--- config.mk ---
export PLATFORM = sky130hd
export DESIGN_NAME = keypad_scan_flat
export DESIGN_NICKNAME = d
export VERILOG_FILES = /design/src/rtl/keypad_pkg.sv /design/src/rtl/keypad_scan_if.sv /design/src/rtl/scan_tick.sv /design/src/rtl/keypad_scan.sv /design/src/flat_wrapper.sv
export SDC_FILE = /design/constraint.sdc
export NUM_CORES = 1
export LEC_CHECK = 0
export ABC_CLOCK_PERIOD_IN_PS = 3660
export CAP_MARGIN = 10
export CORE_UTILIZATION = 53
export DETAILED_ROUTE_END_ITERATION = 8
export GPL_TIMING_DRIVEN = 0
export PLACE_DENSITY = 0.74
export SLEW_MARGIN = 40
export SYNTH_ARGS = -nofsm -noshare
export SYNTH_HDL_FRONTEND = slang
export SYNTH_HIERARCHICAL = 1
export SYNTH_SLANG_ARGS = --single-unit
--- constraint.sdc ---
create_clock -name clk -period 3.66 [get_ports clk]
set_input_delay 0.366 -clock clk [delete_from_list [all_inputs] [get_ports clk]]
set_output_delay 0.366 -clock clk [all_outputs]
set_load 0.02 [all_outputs]
--- src/rtl/keypad_pkg.sv ---
// Shared types and constants for the matrix keypad scanner.
// Key codes are row_idx*4 + col_idx; the board legend is printed in that same order.
package keypad_pkg;

    typedef enum logic [1:0] {
        SCAN,
        DEBOUNCE,
        HELD,
        RELEASE
    } state_t;

    localparam logic [3:0] COL_RESET = 4'b1110;

    localparam logic [3:0] KEY_0 = 4'h0;
    localparam logic [3:0] KEY_1 = 4'h1;
    localparam logic [3:0] KEY_2 = 4'h2;
    localparam logic [3:0] KEY_3 = 4'h3;
    localparam logic [3:0] KEY_4 = 4'h4;
    localparam logic [3:0] KEY_5 = 4'h5;
    localparam logic [3:0] KEY_6 = 4'h6;
    localparam logic [3:0] KEY_7 = 4'h7;
    localparam logic [3:0] KEY_8 = 4'h8;
    localparam logic [3:0] KEY_9 = 4'h9;
    localparam logic [3:0] KEY_A = 4'hA;
    localparam logic [3:0] KEY_B = 4'hB;
    localparam logic [3:0] KEY_C = 4'hC;
    localparam logic [3:0] KEY_D = 4'hD;
    localparam logic [3:0] KEY_E = 4'hE;
    localparam logic [3:0] KEY_F = 4'hF;

    localparam logic [3:0] KEY_MAP [16] = '{
        KEY_0, KEY_1, KEY_2, KEY_3, KEY_4, KEY_5, KEY_6, KEY_7,
        KEY_8, KEY_9, KEY_A, KEY_B, KEY_C, KEY_D, KEY_E, KEY_F
    };

    // Lowest-index active-low row wins when several rows are pulled down.
    function automatic logic [1:0] lowest_low(input logic [3:0] rows);
        casez (rows)
            4'b???0: lowest_low = 2'd0;
            4'b??01: lowest_low = 2'd1;
            4'b?011: lowest_low = 2'd2;
            default: lowest_low = 2'd3;
        endcase
    endfunction

    function automatic logic [1:0] col_index(input logic [3:0] cols);
        case (cols)
            4'b1101: col_index = 2'd1;
            4'b1011: col_index = 2'd2;
            4'b0111: col_index = 2'd3;
            default: col_index = 2'd0;
        endcase
    endfunction

    function automatic logic [3:0] key_code(input logic [1:0] r, input logic [1:0] c);
        key_code = KEY_MAP[{r, c}];
    endfunction

endpackage

--- src/rtl/keypad_scan_if.sv ---
// Keypad pin and key-event bundle; master is the scanner, slave is the board/consumer side.
interface keypad_scan_if;

    logic [3:0] row;
    logic [3:0] col;
    logic [3:0] key;
    logic       key_valid;
    logic       key_held;

    modport master (
        input  row,
        output col,
        output key,
        output key_valid,
        output key_held
    );

    modport slave (
        output row,
        input  col,
        input  key,
        input  key_valid,
        input  key_held
    );

endinterface

--- src/rtl/scan_tick.sv ---
// Free-running prescaler: one-clock tick every CLK_DIV clocks (count wraps at CLK_DIV-1).
module scan_tick #(
    parameter int unsigned CLK_DIV = 50000
) (
    input  logic clk,
    input  logic rst,
    output logic tick
);

    localparam int unsigned W = (CLK_DIV > 1) ? $clog2(CLK_DIV) : 1;
    localparam logic [W-1:0] LAST = W'(CLK_DIV - 1);

    logic [W-1:0] count;

    always_ff @(posedge clk or posedge rst) begin
        if (rst) begin
            count <= '0;
        end else if (count == LAST) begin
            count <= '0;
        end else begin
            count <= count + 1'b1;
        end
    end

    always_comb tick = (count == LAST);

endmodule

--- src/rtl/keypad_scan.sv ---
// 4x4 matrix keypad scanner: column drive, row sync, press/release debounce, key strobe.
// Optional auto-repeat while held is compiled in with `define KEYPAD_REPEAT_EN.
module keypad_scan
    import keypad_pkg::*;
#(
    parameter int unsigned CLK_DIV        = 50000,
    parameter int unsigned DEBOUNCE_TICKS = 20,
    parameter int unsigned REPEAT_DELAY   = 500,
    parameter int unsigned REPEAT_RATE    = 100
) (
    input  logic           clk,
    input  logic           rst,
    keypad_scan_if.master  bus
);

    // An illegal configuration falls back to the fastest divider so it is obvious on the pins.
    localparam bit CFG_OK = (CLK_DIV >= 2) && (DEBOUNCE_TICKS >= 1) &&
                            (REPEAT_DELAY >= 1) && (REPEAT_RATE >= 1);
    localparam int unsigned DIV = CFG_OK ? CLK_DIV : 2;

    localparam int unsigned CNT_W = (DEBOUNCE_TICKS > 1) ? $clog2(DEBOUNCE_TICKS) : 1;
    localparam logic [CNT_W-1:0] DB_LAST = CNT_W'(DEBOUNCE_TICKS - 1);

    logic             tick;
    logic [3:0]       row_m, row_s;
    state_t           state, state_n;
    logic [3:0]       col, col_n;
    logic [1:0]       col_idx, col_idx_n;
    logic [1:0]       row_idx, row_idx_n;
    logic [CNT_W-1:0] cnt, cnt_n;
    logic [3:0]       key, key_n;
    logic             key_valid, valid_n;
    logic             key_held, held_n;
    logic             latched_low;
    logic             any_low;

    scan_tick #(.CLK_DIV(DIV)) u_tick (
        .clk  (clk),
        .rst  (rst),
        .tick (tick)
    );

    always_ff @(posedge clk or posedge rst) begin
        if (rst) begin
            row_m <= '1;
            row_s <= '1;
        end else begin
            row_m <= bus.row;
            row_s <= row_m;
        end
    end

    always_comb begin
        latched_low = ~row_s[row_idx];
        any_low     = (row_s != 4'hF);
    end

`ifdef KEYPAD_REPEAT_EN
    localparam int unsigned RPT_MAX = (REPEAT_DELAY > REPEAT_RATE) ? REPEAT_DELAY : REPEAT_RATE;
    localparam int unsigned RPT_W   = $clog2(RPT_MAX + 1);

    logic [RPT_W-1:0] rpt, rpt_n;

    // Down-counter to the next repeat: loaded with the delay on acceptance (or on a
    // release bounce back into HELD), then with the rate after every repeat pulse.
    always_comb begin
        rpt_n = rpt;
        if (tick) begin
            if (state == DEBOUNCE && latched_low && cnt == DB_LAST) begin
                rpt_n = RPT_W'(REPEAT_DELAY);
            end else if (state == HELD) begin
                if (!latched_low) begin
                    rpt_n = '0;
                end else if (rpt == RPT_W'(1)) begin
                    rpt_n = RPT_W'(REPEAT_RATE);
                end else if (rpt != '0) begin
                    rpt_n = rpt - 1'b1;
                end
            end else if (state == RELEASE && latched_low) begin
                rpt_n = RPT_W'(REPEAT_DELAY);
            end
        end
    end

    always_ff @(posedge clk or posedge rst) begin
        if (rst) begin
            rpt <= '0;
        end else begin
            rpt <= rpt_n;
        end
    end
`endif

    always_ff @(posedge clk or posedge rst) begin
        if (rst) begin
            state <= SCAN;
        end else begin
            state <= state_n;
        end
    end

    always_comb begin
        state_n = state;
        if (tick) begin
            case (state)
                SCAN:     if (any_low) state_n = DEBOUNCE;
                DEBOUNCE: begin
                    if (!latched_low)        state_n = SCAN;
                    else if (cnt == DB_LAST) state_n = HELD;
                end
                HELD:     if (!latched_low) state_n = RELEASE;
                RELEASE: begin
                    if (latched_low)         state_n = HELD;
                    else if (cnt == DB_LAST) state_n = SCAN;
                end
            endcase
        end
    end

    always_comb begin
        col_n     = col;
        col_idx_n = col_idx;
        row_idx_n = row_idx;
        cnt_n     = cnt;
        key_n     = key;
        valid_n   = 1'b0;
        held_n    = key_held;
        if (tick) begin
            case (state)
                SCAN: begin
                    if (!any_low) begin
                        col_n = {col[2:0], col[3]};
                    end else begin
                        row_idx_n = lowest_low(row_s);
                        col_idx_n = col_index(col);
                        cnt_n     = '0;
                    end
                end
                DEBOUNCE: begin
                    if (latched_low) begin
                        if (cnt == DB_LAST) begin
                            key_n   = key_code(row_idx, col_idx);
                            valid_n = 1'b1;
                            held_n  = 1'b1;
                        end else begin
                            cnt_n = cnt + 1'b1;
                        end
                    end
                end
                HELD: begin
                    if (!latched_low) begin
                        cnt_n = '0;
                    end
`ifdef KEYPAD_REPEAT_EN
                    else begin
                        valid_n = (rpt == RPT_W'(1));
                    end
`endif
                end
                RELEASE: begin
                    if (!latched_low) begin
                        if (cnt == DB_LAST) begin
                            held_n = 1'b0;
                        end else begin
                            cnt_n = cnt + 1'b1;
                        end
                    end
                end
            endcase
        end
    end

    always_ff @(posedge clk or posedge rst) begin
        if (rst) begin
            col       <= COL_RESET;
            col_idx   <= '0;
            row_idx   <= '0;
            cnt       <= '0;
            key       <= '0;
            key_valid <= 1'b0;
            key_held  <= 1'b0;
        end else begin
            col       <= col_n;
            col_idx   <= col_idx_n;
            row_idx   <= row_idx_n;
            cnt       <= cnt_n;
            key       <= key_n;
            key_valid <= valid_n;
            key_held  <= held_n;
        end
    end

    always_comb begin
        bus.col       = col;
        bus.key       = key;
        bus.key_valid = key_valid;
        bus.key_held  = key_held;
    end

endmodule
--- src/flat_wrapper.sv ---
// flat-port wrapper written by rule: the top's interface ports become plain ports
module keypad_scan_flat import keypad_pkg::*;
#(
    parameter int unsigned CLK_DIV        = 50000,
    parameter int unsigned DEBOUNCE_TICKS = 20,
    parameter int unsigned REPEAT_DELAY   = 500,
    parameter int unsigned REPEAT_RATE    = 100
)
  (clk, rst, bus_row, bus_col, bus_key, bus_key_valid, bus_key_held);
  keypad_scan_if bus_i ();
  input  logic clk;
  input  logic rst;
  input wire logic [$bits(bus_i.row)-1:0] bus_row;
  output wire logic [$bits(bus_i.col)-1:0] bus_col;
  output wire logic [$bits(bus_i.key)-1:0] bus_key;
  output wire logic [$bits(bus_i.key_valid)-1:0] bus_key_valid;
  output wire logic [$bits(bus_i.key_held)-1:0] bus_key_held;
  assign bus_i.row = bus_row;
  assign bus_col = bus_i.col;
  assign bus_key = bus_i.key;
  assign bus_key_valid = bus_i.key_valid;
  assign bus_key_held = bus_i.key_held;
  keypad_scan #(.CLK_DIV(CLK_DIV), .DEBOUNCE_TICKS(DEBOUNCE_TICKS), .REPEAT_DELAY(REPEAT_DELAY), .REPEAT_RATE(REPEAT_RATE)) u_core (.clk(clk), .rst(rst), .bus(bus_i));
endmodule
==> results.sh, run 1 <==
export IMPL_route_detailed_drc=0
export IMPL_required_ps=3830
export IMPL_slew_headroom=0.483
export IMPL_hold_path_class="reg -> reg"
export IMPL_insertion_delay_ps=300
export IMPL_first_pass_iters=4
export IMPL_syn_area_per_cell_um2=11.9
export IMPL_port_buffers=15
export IMPL_hold_slack_ps=357
export IMPL_wirelength_um=3540
export IMPL_async_reset_ff_frac=1.00
export IMPL_chipHeight_um=63.7
export IMPL_cp_slowest_cell="or4b_4"
export IMPL_synth_edff_count=0
export IMPL_skew_ps=8.06
export IMPL_post_cts_resized=0
export IMPL_grt_setup_unrepaired="false"
export IMPL_max_freq_ghz=0.315
export IMPL_grt_pass1_vias=1358
export IMPL_syn_nets=177
export IMPL_r2r_start="u_core/u_tick/count[4]"
export IMPL_yosys_area_top_type="dfrtp_1"
export IMPL_synth_ff_type="dfrtp_1"
export IMPL_dr_first_iter_drc_count=66
export IMPL_internal_power_w=0.000665
export IMPL_rows=22
export IMPL_ys_types=41
export IMPL_power_density_nw_per_um2=364
export IMPL_nNetsFinal=199
export IMPL_start_kind="register"
export IMPL_antenna_cells=0
export IMPL_grt_overflow=0
export IMPL_p_clk_frac=0.375
export IMPL_crit_chain="or4b_4 > nor4_4 > clkbuf_1 > nor3b_1 > nand2_1 > and2_1 > a21boi_0"
export IMPL_post_dp_cell_area_um2=2230
export IMPL_tns_ps=0
export IMPL_peakVddDrop_mv=0.326
export IMPL_grtUsageTotal=0.206
export IMPL_hold_path_startpoint="u_core/row_m[0]"
export IMPL_p_leak_nw=1.02
export IMPL_cts_htree_levels=2
export IMPL_clkSinkCount=45
export IMPL_post_cts_buffers=0
export IMPL_clk_pin_slew_ps=80
export IMPL_seqPwrFrac=0.601
export IMPL_cts_tree="done"
export IMPL_root_buffer="clkbuf_8"
export IMPL_path_class="reg -> reg"
export IMPL_area_growth_syn_to_layout_pct=15.2
export IMPL_dp_hpwl_um=2510
export IMPL_setup_viol=0
export IMPL_gp_congestion=0.849
export IMPL_die_w_um=63.7
export IMPL_place_inst=232
export IMPL_core_area_um2=3660
export IMPL_post_route_period_util=0.869
export IMPL_post_drt_wl_per_cell_um=14.8
export IMPL_status="finished, final reports clean"
export IMPL_cp_max_fo=10
export IMPL_switching_share=0.213
export IMPL_io_pins=16
export IMPL_pwr_share_comb=0.024
export IMPL_layoutNonFillerInstCount=240
export IMPL_crit_start="u_core/u_tick/count[4]"
export IMPL_die_area_um2=4060
export IMPL_ys_seq_elements=45
export IMPL_cp_slowest_stage_delay_ps=560
export IMPL_synth_warning_count=6
export IMPL_crit_path_end_kind="register"
export IMPL_period_minus_slack_ps=3180
export IMPL_slew_violations=0
export IMPL_maxCapViolCount=0
export IMPL_syn_inst=169
export IMPL_final_area_um2=2330
export IMPL_hold_buffers=0
export IMPL_netlist_area_um2=2020
export IMPL_numCtsBuffers=5
export IMPL_num_fill_cells=285
export IMPL_dr_total_vias=1338
export IMPL_synth_seq_area_share=0.564
export IMPL_grt_max_degree=30
export IMPL_postRouteAntennaNets=0
export IMPL_drive_above_1_share=0.203
export IMPL_final_util=0.635
export IMPL_viasPerCell=5.58
export IMPL_start_util=0.552
export IMPL_synth_area_leaders="dfrtp_1, dfstp_2, mux2_2"
export IMPL_cp_arrival_ps=3350
export IMPL_clockBufferDepth=2
export IMPL_antenna_found_initial=0
export IMPL_grt_pass1_wl_um=6190
export IMPL_p_sw_w=0.000181
export IMPL_yosysTopAreaCellShare=0.421
export IMPL_tightestPinTransition_ps=768
export IMPL_finalHoldViolations=0
[cells by family (layout without fill, tap and decap cells)]
| family | Yosys count | count (layout) | share of synthesized area |
|---|---|---|---|
| compound gates | 19 | 19 | 0.0638 |
| simple gates | 65 | 65 | 0.191 |
| fa+ha+maj | 2 | 2 | 0.0124 |
| xor+xnor | 14 | 14 | 0.0607 |
| buf+inv | 9 | 32 | 0.0186 |
| flops | 45 | 45 | 0.564 |
| mux | 15 | 15 | 0.0886 |
[cell type report]
type	instances	area (µm²)	share of cell area
inverters	7	26.3	0.0113
plain buffers	2	11.3	0.00484
clock inverters	2	13.8	0.00592
clock buffers	6	82.6	0.0355
flip-flops and latches	45	1140	0.490
repair buffers	15	150	0.0646
multi-input cells	115	842	0.362
well taps	48	60.1	0.0258
[cells in the final DEF (no fill, tap or decap), types with 2 or more instances in the layout]
cell type / netlist / final
nand2b_1: 2 / 2
nand3_1: 6 / 6
clkdlybuf4s50_1: 0 / 15
nor2_1: 11 / 11
mux2i_1: 4 / 4
nand4_1: 10 / 10
a21boi_0: 2 / 2
clkbuf_8: 0 / 6
ha_1: 2 / 2
mux2_2: 9 / 9
or3_1: 3 / 3
or4bb_1: 2 / 2
dfstp_2: 11 / 11
nor3_1: 2 / 2
xnor2_1: 5 / 5
inv_1: 7 / 6
xor2_1: 9 / 9
nor4_1: 4 / 4
o21ai_0: 10 / 10
nand2_1: 14 / 14
dfrtp_1: 34 / 34
[power groups by stage]
| stage | combinational (W) | sequential [W] | clock [W] |
|---|---|---|---|
| floorplan | 0.0000120 | 0.000517 | 0 |
| global placement | 0.0000199 | 0.000517 | 0 |
| detailed placement | 0.0000211 | 0.000517 | 0 |
| CTS | 0.0000212 | 0.000508 | 0.000329 |
| global route | 0.0000236 | 0.000509 | 0.000347 |
| finish | 0.0000204 | 0.000508 | 0.000317 |
[Yosys cell counts (2+ instances only)]
cell type	number
ha_1	2
xor2_1	9
dfstp_2	11
nand2b_1	2
mux2_2	9
nor2_1	11
mux2i_1	4
xnor2_1	5
inv_1	7
nand3_1	6
or4bb_1	2
a21boi_0	2
dfrtp_1	34
or3_1	3
o21ai_0	10
nand4_1	10
nand2_1	14
nor4_1	4
nor3_1	2
[worst paths after layout]
| check | endpoint | slack, ps | depth (start not counted) |
|---|---|---|---|
| setup / recovery | u_core/cnt[3] | 480 | 7 |
| hold / removal | u_core/row_s[0] | 360 | 0 |
| setup reg to reg | u_core/cnt[3] | 480 | 7 |
| hold reg to reg | u_core/row_s[0] | 360 | 0 |
| max in group asynchronous | u_core/bus.col[0] | 2780 | 2 |
| min in group asynchronous | u_core/bus.key_valid | 490 | 2 |
[worst max-delay path: cells and delay by family (launching register included)]
kind,cells,cell delay (ps)
buffers and inverters,1,380
AO/OA/AOI/OAI,1,140
flip-flops,1,440
AND/OR/NAND/NOR,5,2080
[state kept, by name (all words and copies together), names as in the netlist, named ones only]
name	count
u_core/row_s	4
u_core/row_idx	2
u_core/bus.key	4
u_core/bus.key_held	1
u_core/row_m	4
u_core/bus.key_valid	1
u_core/u_tick/count	16
u_core/col_idx	2
u_core/bus.col	4
u_core/cnt	5
u_core/state	1
[through the flow]
step / power (W) / setup slack [ps]
floorplan: 0.000529 / 1060
global placement: 0.000537 / 669
detailed placement: 0.000538 / 534
CTS: 0.000858 / 479
global route: 0.000880 / 170
finish: 0.000846 / 481
[metal layers]
| layer | share of wire | wire length, µm | vias to the layer above | track usage |
|---|---|---|---|---|
| li1 | - | - | 647 | - |
| met1 | 0.44 | 1550 | 658 | 0.238 |
| met2 | 0.51 | 1810 | 24 | 0.338 |
| met3 | 0.034 | 119 | 9 | 0.0707 |
| met4 | 0.019 | 69 | 0 | 0.102 |
| met5 | 0 | 0 | - | 0 |
No activity file was read; power rests on OpenSTA's default activity.
==> run 2: changes to the inputs <==
CORE_ASPECT_RATIO = 0.8   (was default)
==> run 2 against run 1 <==
Compared with the run above: the run now ends with design-rule violations left; core utilization is 2.3 points higher; clock power grew 11%; worst hold slack hardly changed; die area hardly changed; largest power group unchanged.
==> results.sh, run 2 (synthesized netlist as in run 1, its figures left out) <==
export IMPL_regMostFlops="u_core/u_tick/count"
export IMPL_setup_viol=0
export IMPL_route_detailed_drc=2
export IMPL_cts_tree="done"
export IMPL_cts_htree_levels=2
export IMPL_layout_common_cells="dfrtp_1, clkdlybuf4s50_1, nand2_1"
export IMPL_dp_hpwl_um=2640
export IMPL_largest_reg_flops=16
export IMPL_antenna_found_initial=0
export IMPL_crit_chain="or4b_4 > nor4_4 > clkbuf_1 > nor3b_1 > nand2_1 > and2_1 > a21boi_1"
export IMPL_post_route_period_util=0.846
export IMPL_gp_congestion=0.833
export IMPL_period_minus_slack_ps=3100
export IMPL_grt_pass1_vias=1320
export IMPL_crit_path_end_kind="register"
export IMPL_post_drt_wl_per_cell_um=15.5
export IMPL_core_area_um2=3540
export IMPL_skew_ps=4.37
export IMPL_layout_commonest_cell="dfrtp_1"
export IMPL_power_density_nw_per_um2=378
export IMPL_p_leak_nw=1.03
export IMPL_chipHeight_um=57.2
export IMPL_cp_slowest_stage_delay_ps=560
export IMPL_cp_arrival_ps=3270
export IMPL_die_area_um2=4060
export IMPL_tns_ps=0
export IMPL_numCtsBuffers=5
export IMPL_path_delay_family="simple AND/OR/NAND/NOR gates"
export IMPL_rr_worst_depth=7
export IMPL_max_freq_ghz=0.323
export IMPL_hold_path_class="reg -> reg"
export IMPL_post_cts_resized=0
export IMPL_maxCapViolCount=0
export IMPL_dr_first_iter_drc_count=60
export IMPL_start_util=0.570
export IMPL_die_w_um=71.0
export IMPL_root_buffer="clkbuf_8"
export IMPL_io_pins=16
export IMPL_cp_max_fo=10
export IMPL_clk_pin_slew_ps=80
export IMPL_peakVddDrop_mv=0.211
export IMPL_cp_slowest_cell="nor4_4"
export IMPL_path_depth=7
export IMPL_rows=19
export IMPL_required_ps=3830
export IMPL_cp_num_buf_inv=1
export IMPL_worstHoldPathCells=0
export IMPL_tightestPinTransition_ps=709
export IMPL_hold_buffers=0
export IMPL_finalHoldViolations=0
export IMPL_path_class="reg -> reg"
export IMPL_total_power_w=0.000881
export IMPL_status="complete, but fails checks"
export IMPL_grtUsageTotal=0.208
export IMPL_post_cts_buffers=0
export IMPL_clkSinkCount=45
export IMPL_first_pass_iters=6
export IMPL_slew_headroom=0.523
export IMPL_antenna_cells=0
export IMPL_insertion_delay_ps=290
export IMPL_port_buffers=15
export IMPL_top_regs="u_core/u_tick/count (16), u_core/cnt (5)"
export IMPL_slew_violations=0
export IMPL_postRouteAntennaNets=0
export IMPL_grt_setup_unrepaired="false"
export IMPL_grt_overflow=0
export IMPL_dr_total_vias=1336
export IMPL_viasPerCell=5.71
export IMPL_violations="design-rule violations"
export IMPL_hold_slack_ps=358
export IMPL_grt_max_degree=30
export IMPL_nNetsFinal=199
export IMPL_drive_above_1_share=0.198
export IMPL_wirelength_um=3620
export IMPL_start_kind="register"
export IMPL_grt_pass1_wl_um=6360
export IMPL_area_growth_syn_to_layout_pct=15.6
export IMPL_clockBufferDepth=2
## run 2: cell count changes in the layout (fill, tap and decap cells not counted), sizes merged
cell and delta:
clkbuf +2, clkinv -2
## run 2: report_power, final
group | internal (W) | switching, W
logic | 0.00000713 | 0.0000133
clock network | 0.000195 | 0.000158
registers | 0.000505 | 0.00000305
total | 0.000707 | 0.000174
## run 2: per-layer routing
metal / vias to the layer above / share of wire / track usage
li1: 649 / - / -
met1: 657 / 0.47 / 0.277
met2: 25 / 0.49 / 0.339
met3: 5 / 0.030 / 0.0512
met4: 0 / 0.0086 / 0.0714
met5: - / 0 / 0
## run 2: worst register-to-register path: stages (launching register included)
cell	delay (ps)
dfrtp_1	450
or4b_4	550
nor4_4	560
clkbuf_1	370
nor3b_1	400
nand2_1	280
and2_1	240
a21boi_1	130
## run 2: final cells by class
cell class	instances	area, µm²
inverters	7	26.3
plain buffers	2	11.3
clock buffers	8	111
flip-flops and latches	45	1140
multi-input cells	115	842
repair buffers	15	150
fillers	259	1210
well taps	42	52.6
## run 2: path summary, 6_finish.rpt
| kind | startpoint | endpoint | slack, ps |
|---|---|---|---|
| max | u_core/u_tick/count[4] | u_core/cnt[2] | 560 |
| min | u_core/row_m[2] | u_core/row_s[2] | 360 |
| max reg2reg | u_core/u_tick/count[4] | u_core/cnt[2] | 560 |
| min reg2reg | u_core/row_m[2] | u_core/row_s[2] | 360 |
| max in group asynchronous | rst | u_core/bus.key_valid | 2780 |
| min in group asynchronous | rst | u_core/u_tick/count[7] | 490 |
## run 2: through the flow
stage | worst slack [ps] | cell area, µm² | util | std cells
floorplan | 1060 | 2020 | - | 169
global placement | 686 | 2220 | 0.627 | 226
detailed placement | 589 | 2220 | 0.627 | 226
CTS | 578 | 2330 | 0.659 | 234
global route | 278 | 2330 | 0.659 | 234
finish | 563 | 2330 | 0.659 | 234
==> run 3: changes to the inputs <==
ABC_CLOCK_PERIOD_IN_PS = 2800   (was 3660)
CORE_UTILIZATION = 51   (was 53)
clock period = 2.8 ns   (was 3.66 ns; I/O delays follow)
==> run 3 against run 2 <==
Compared with the run above: the run now ends clean; cell count rose by 6.0%; core utilization fell by 3.8 points; maximum frequency rose by 20%; power rose by 30%; sequential share of layout area fell by 0.60 points; critical endpoint unchanged; largest cell class unchanged; highest routed layer unchanged.
==> results.sh, run 3 (synthesized netlist as in run 1, its figures left out) <==
export IMPL_status="finished, final reports clean"
export IMPL_rows=20
export IMPL_layout_common_cells="dfrtp_1, clkdlybuf4s50_1, nand2_1"
export IMPL_grt_overflow=0
export IMPL_setup_ws_ps=211
export IMPL_first_pass_iters=4
export IMPL_clkSinkCount=45
export IMPL_final_area_um2=2360
export IMPL_tns_ps=0
export IMPL_setup_viol=0
export IMPL_wirelength_um=3420
export IMPL_drive_above_1_share=0.218
export IMPL_dr_wl_met2_um=1700
export IMPL_grt_pass1_wl_um=5790
export IMPL_slew_violations=0
export IMPL_peakVddDrop_mv=0.416
export IMPL_start_kind="register"
export IMPL_power_density_nw_per_um2=483
export IMPL_internal_power_w=0.000901
export IMPL_antenna_cells=0
export IMPL_p_clk_frac=0.395
export IMPL_path_delay_family="simple AND/OR/NAND/NOR gates"
export IMPL_start_util=0.531
export IMPL_required_ps=2980
export IMPL_numCtsBuffers=5
export IMPL_dr_total_vias=1352
export IMPL_grt_setup_unrepaired="false"
export IMPL_cp_slowest_cell="or4bb_1"
export IMPL_core_area_um2=3800
export IMPL_chipHeight_um=58.3
export IMPL_top_regs="u_core/u_tick/count (16), u_core/cnt (5)"
export IMPL_cts_tree="done"
export IMPL_layout_commonest_cell="dfrtp_1"
export IMPL_grt_max_degree=30
export IMPL_dpl_worst_slack_ps=-286
export IMPL_final_util=0.621
export IMPL_clk_pin_slew_ps=90
export IMPL_p_leak_nw=1.04
export IMPL_insertion_delay_ps=300
export IMPL_io_pins=16
export IMPL_cp_max_fo=10
export IMPL_die_w_um=72.4
export IMPL_dr_wl_met3_um=108
export IMPL_finalHoldViolations=0
export IMPL_cp_num_buf_inv=1
export IMPL_grt_pass1_vias=1307
export IMPL_period_minus_slack_ps=2590
export IMPL_hold_buffers=0
export IMPL_dr_first_iter_drc_count=83
export IMPL_route_detailed_drc=0
export IMPL_dp_hpwl_um=2410
export IMPL_grtUsageTotal=0.186
export IMPL_hold_path_class="reg -> reg"
export IMPL_postRouteAntennaNets=0
export IMPL_largest_reg_flops=16
export IMPL_nNetsFinal=200
export IMPL_max_freq_ghz=0.386
export IMPL_post_drt_wl_per_cell_um=13.8
export IMPL_p_sw_w=0.000241
export IMPL_path_class="reg -> reg"
export IMPL_pwr_share_comb=0.023
export IMPL_crit_path_end_kind="register"
export IMPL_switching_share=0.211
export IMPL_root_buffer="clkbuf_8"
export IMPL_cts_htree_levels=2
export IMPL_regMostFlops="u_core/u_tick/count"
export IMPL_tightestPinTransition_ps=768
export IMPL_cp_slowest_stage_delay_ps=560
export IMPL_antenna_found_initial=0
export IMPL_post_route_period_util=0.925
export IMPL_wl_met1_um=1580
export IMPL_die_area_um2=4220
export IMPL_cp_arrival_ps=2770
export IMPL_maxCapViolCount=0
export IMPL_clockBufferDepth=2
export IMPL_port_buffers=15
export IMPL_seqPwrFrac=0.582
export IMPL_hold_slack_ps=355
export IMPL_gp_congestion=0.786
export IMPL_crit_chain="or4bb_1 > nor4_4 > clkbuf_2 > nor3b_2 > nand2_1 > and2_1 > a21boi_1"
export IMPL_skew_ps=5.78
export IMPL_highest_layer="met4"
export IMPL_viasPerCell=5.45
export IMPL_slew_headroom=0.483
export IMPL_num_fill_cells=304
export IMPL_post_dp_cell_area_um2=2240
export IMPL_area_growth_syn_to_layout_pct=17.0
## run 3: cell types whose count changed in the layout (fill, tap and decap cells not counted), sizes merged
cell	change
clkinvlp	+1
clkbuf	-2
clkinv	+1
buf	+1
## run 3: metal layers
metal,global-route usage,vias up
met3,0.0626,4
met5,0,-
met2,0.291,24
met4,0.0896,0
li1,-,650
met1,0.235,674
## run 3: power groups by stage
stage / logic (W) / clock network [W] / registers, W
global route: 0.0000311 / 0.000502 / 0.000665
floorplan: 0.0000157 / 0 / 0.000675
detailed placement: 0.0000278 / 0 / 0.000676
finish: 0.0000268 / 0.000451 / 0.000664
global placement: 0.0000263 / 0 / 0.000676
CTS: 0.0000279 / 0.000471 / 0.000664
## run 3: path summary, 6_finish.rpt
check | start | to | slack, ps | depth (start not counted)
setup reg to reg | u_core/u_tick/count[8] | u_core/cnt[2] | 210 | 7
setup / recovery | u_core/u_tick/count[8] | u_core/cnt[2] | 210 | 7
max in group asynchronous | rst | u_core/u_tick/count[12] | 1990 | 2
hold / removal | u_core/row_m[0] | u_core/row_s[0] | 350 | 0
hold reg to reg | u_core/row_m[0] | u_core/row_s[0] | 350 | 0
min in group asynchronous | rst | u_core/row_idx[1] | 400 | 2
## run 3: what timing repair did
action,in CTS,in global routing
setup buffers,1,0
pin swaps,1,0
gates resized for setup,1,1
setup endpoints to repair,17,4
gates cloned,0,0
## run 3: area by class of cell
type                       count  area (µm²)  area share
multi-input combinational    115         847       0.359
sequential                    45        1140       0.483
clock buffer                   6        93.8      0.0397
buffer                         2        12.5     0.00530
clock inverter                 2        16.3     0.00689
timing repair buffer          16         158      0.0667
tap                           55        68.8      0.0291
inverter                       7        26.3      0.0111
## run 3: metrics by stage
step,instances,power (W)
2_1_floorplan,169,0.000691
3_5_place_dp,239,0.000704
3_3_place_gp,239,0.000702
4_1_cts,248,0.00116
5_1_grt,248,0.00120
6_report,248,0.00114
## run 3: worst register-to-register path, stage by stage (launching register included)
cell	delay, ps
dfrtp_1	470
or4bb_1	560
nor4_4	290
clkbuf_2	260
nor3b_2	290
nand2_1	240
and2_1	240
a21boi_1	130
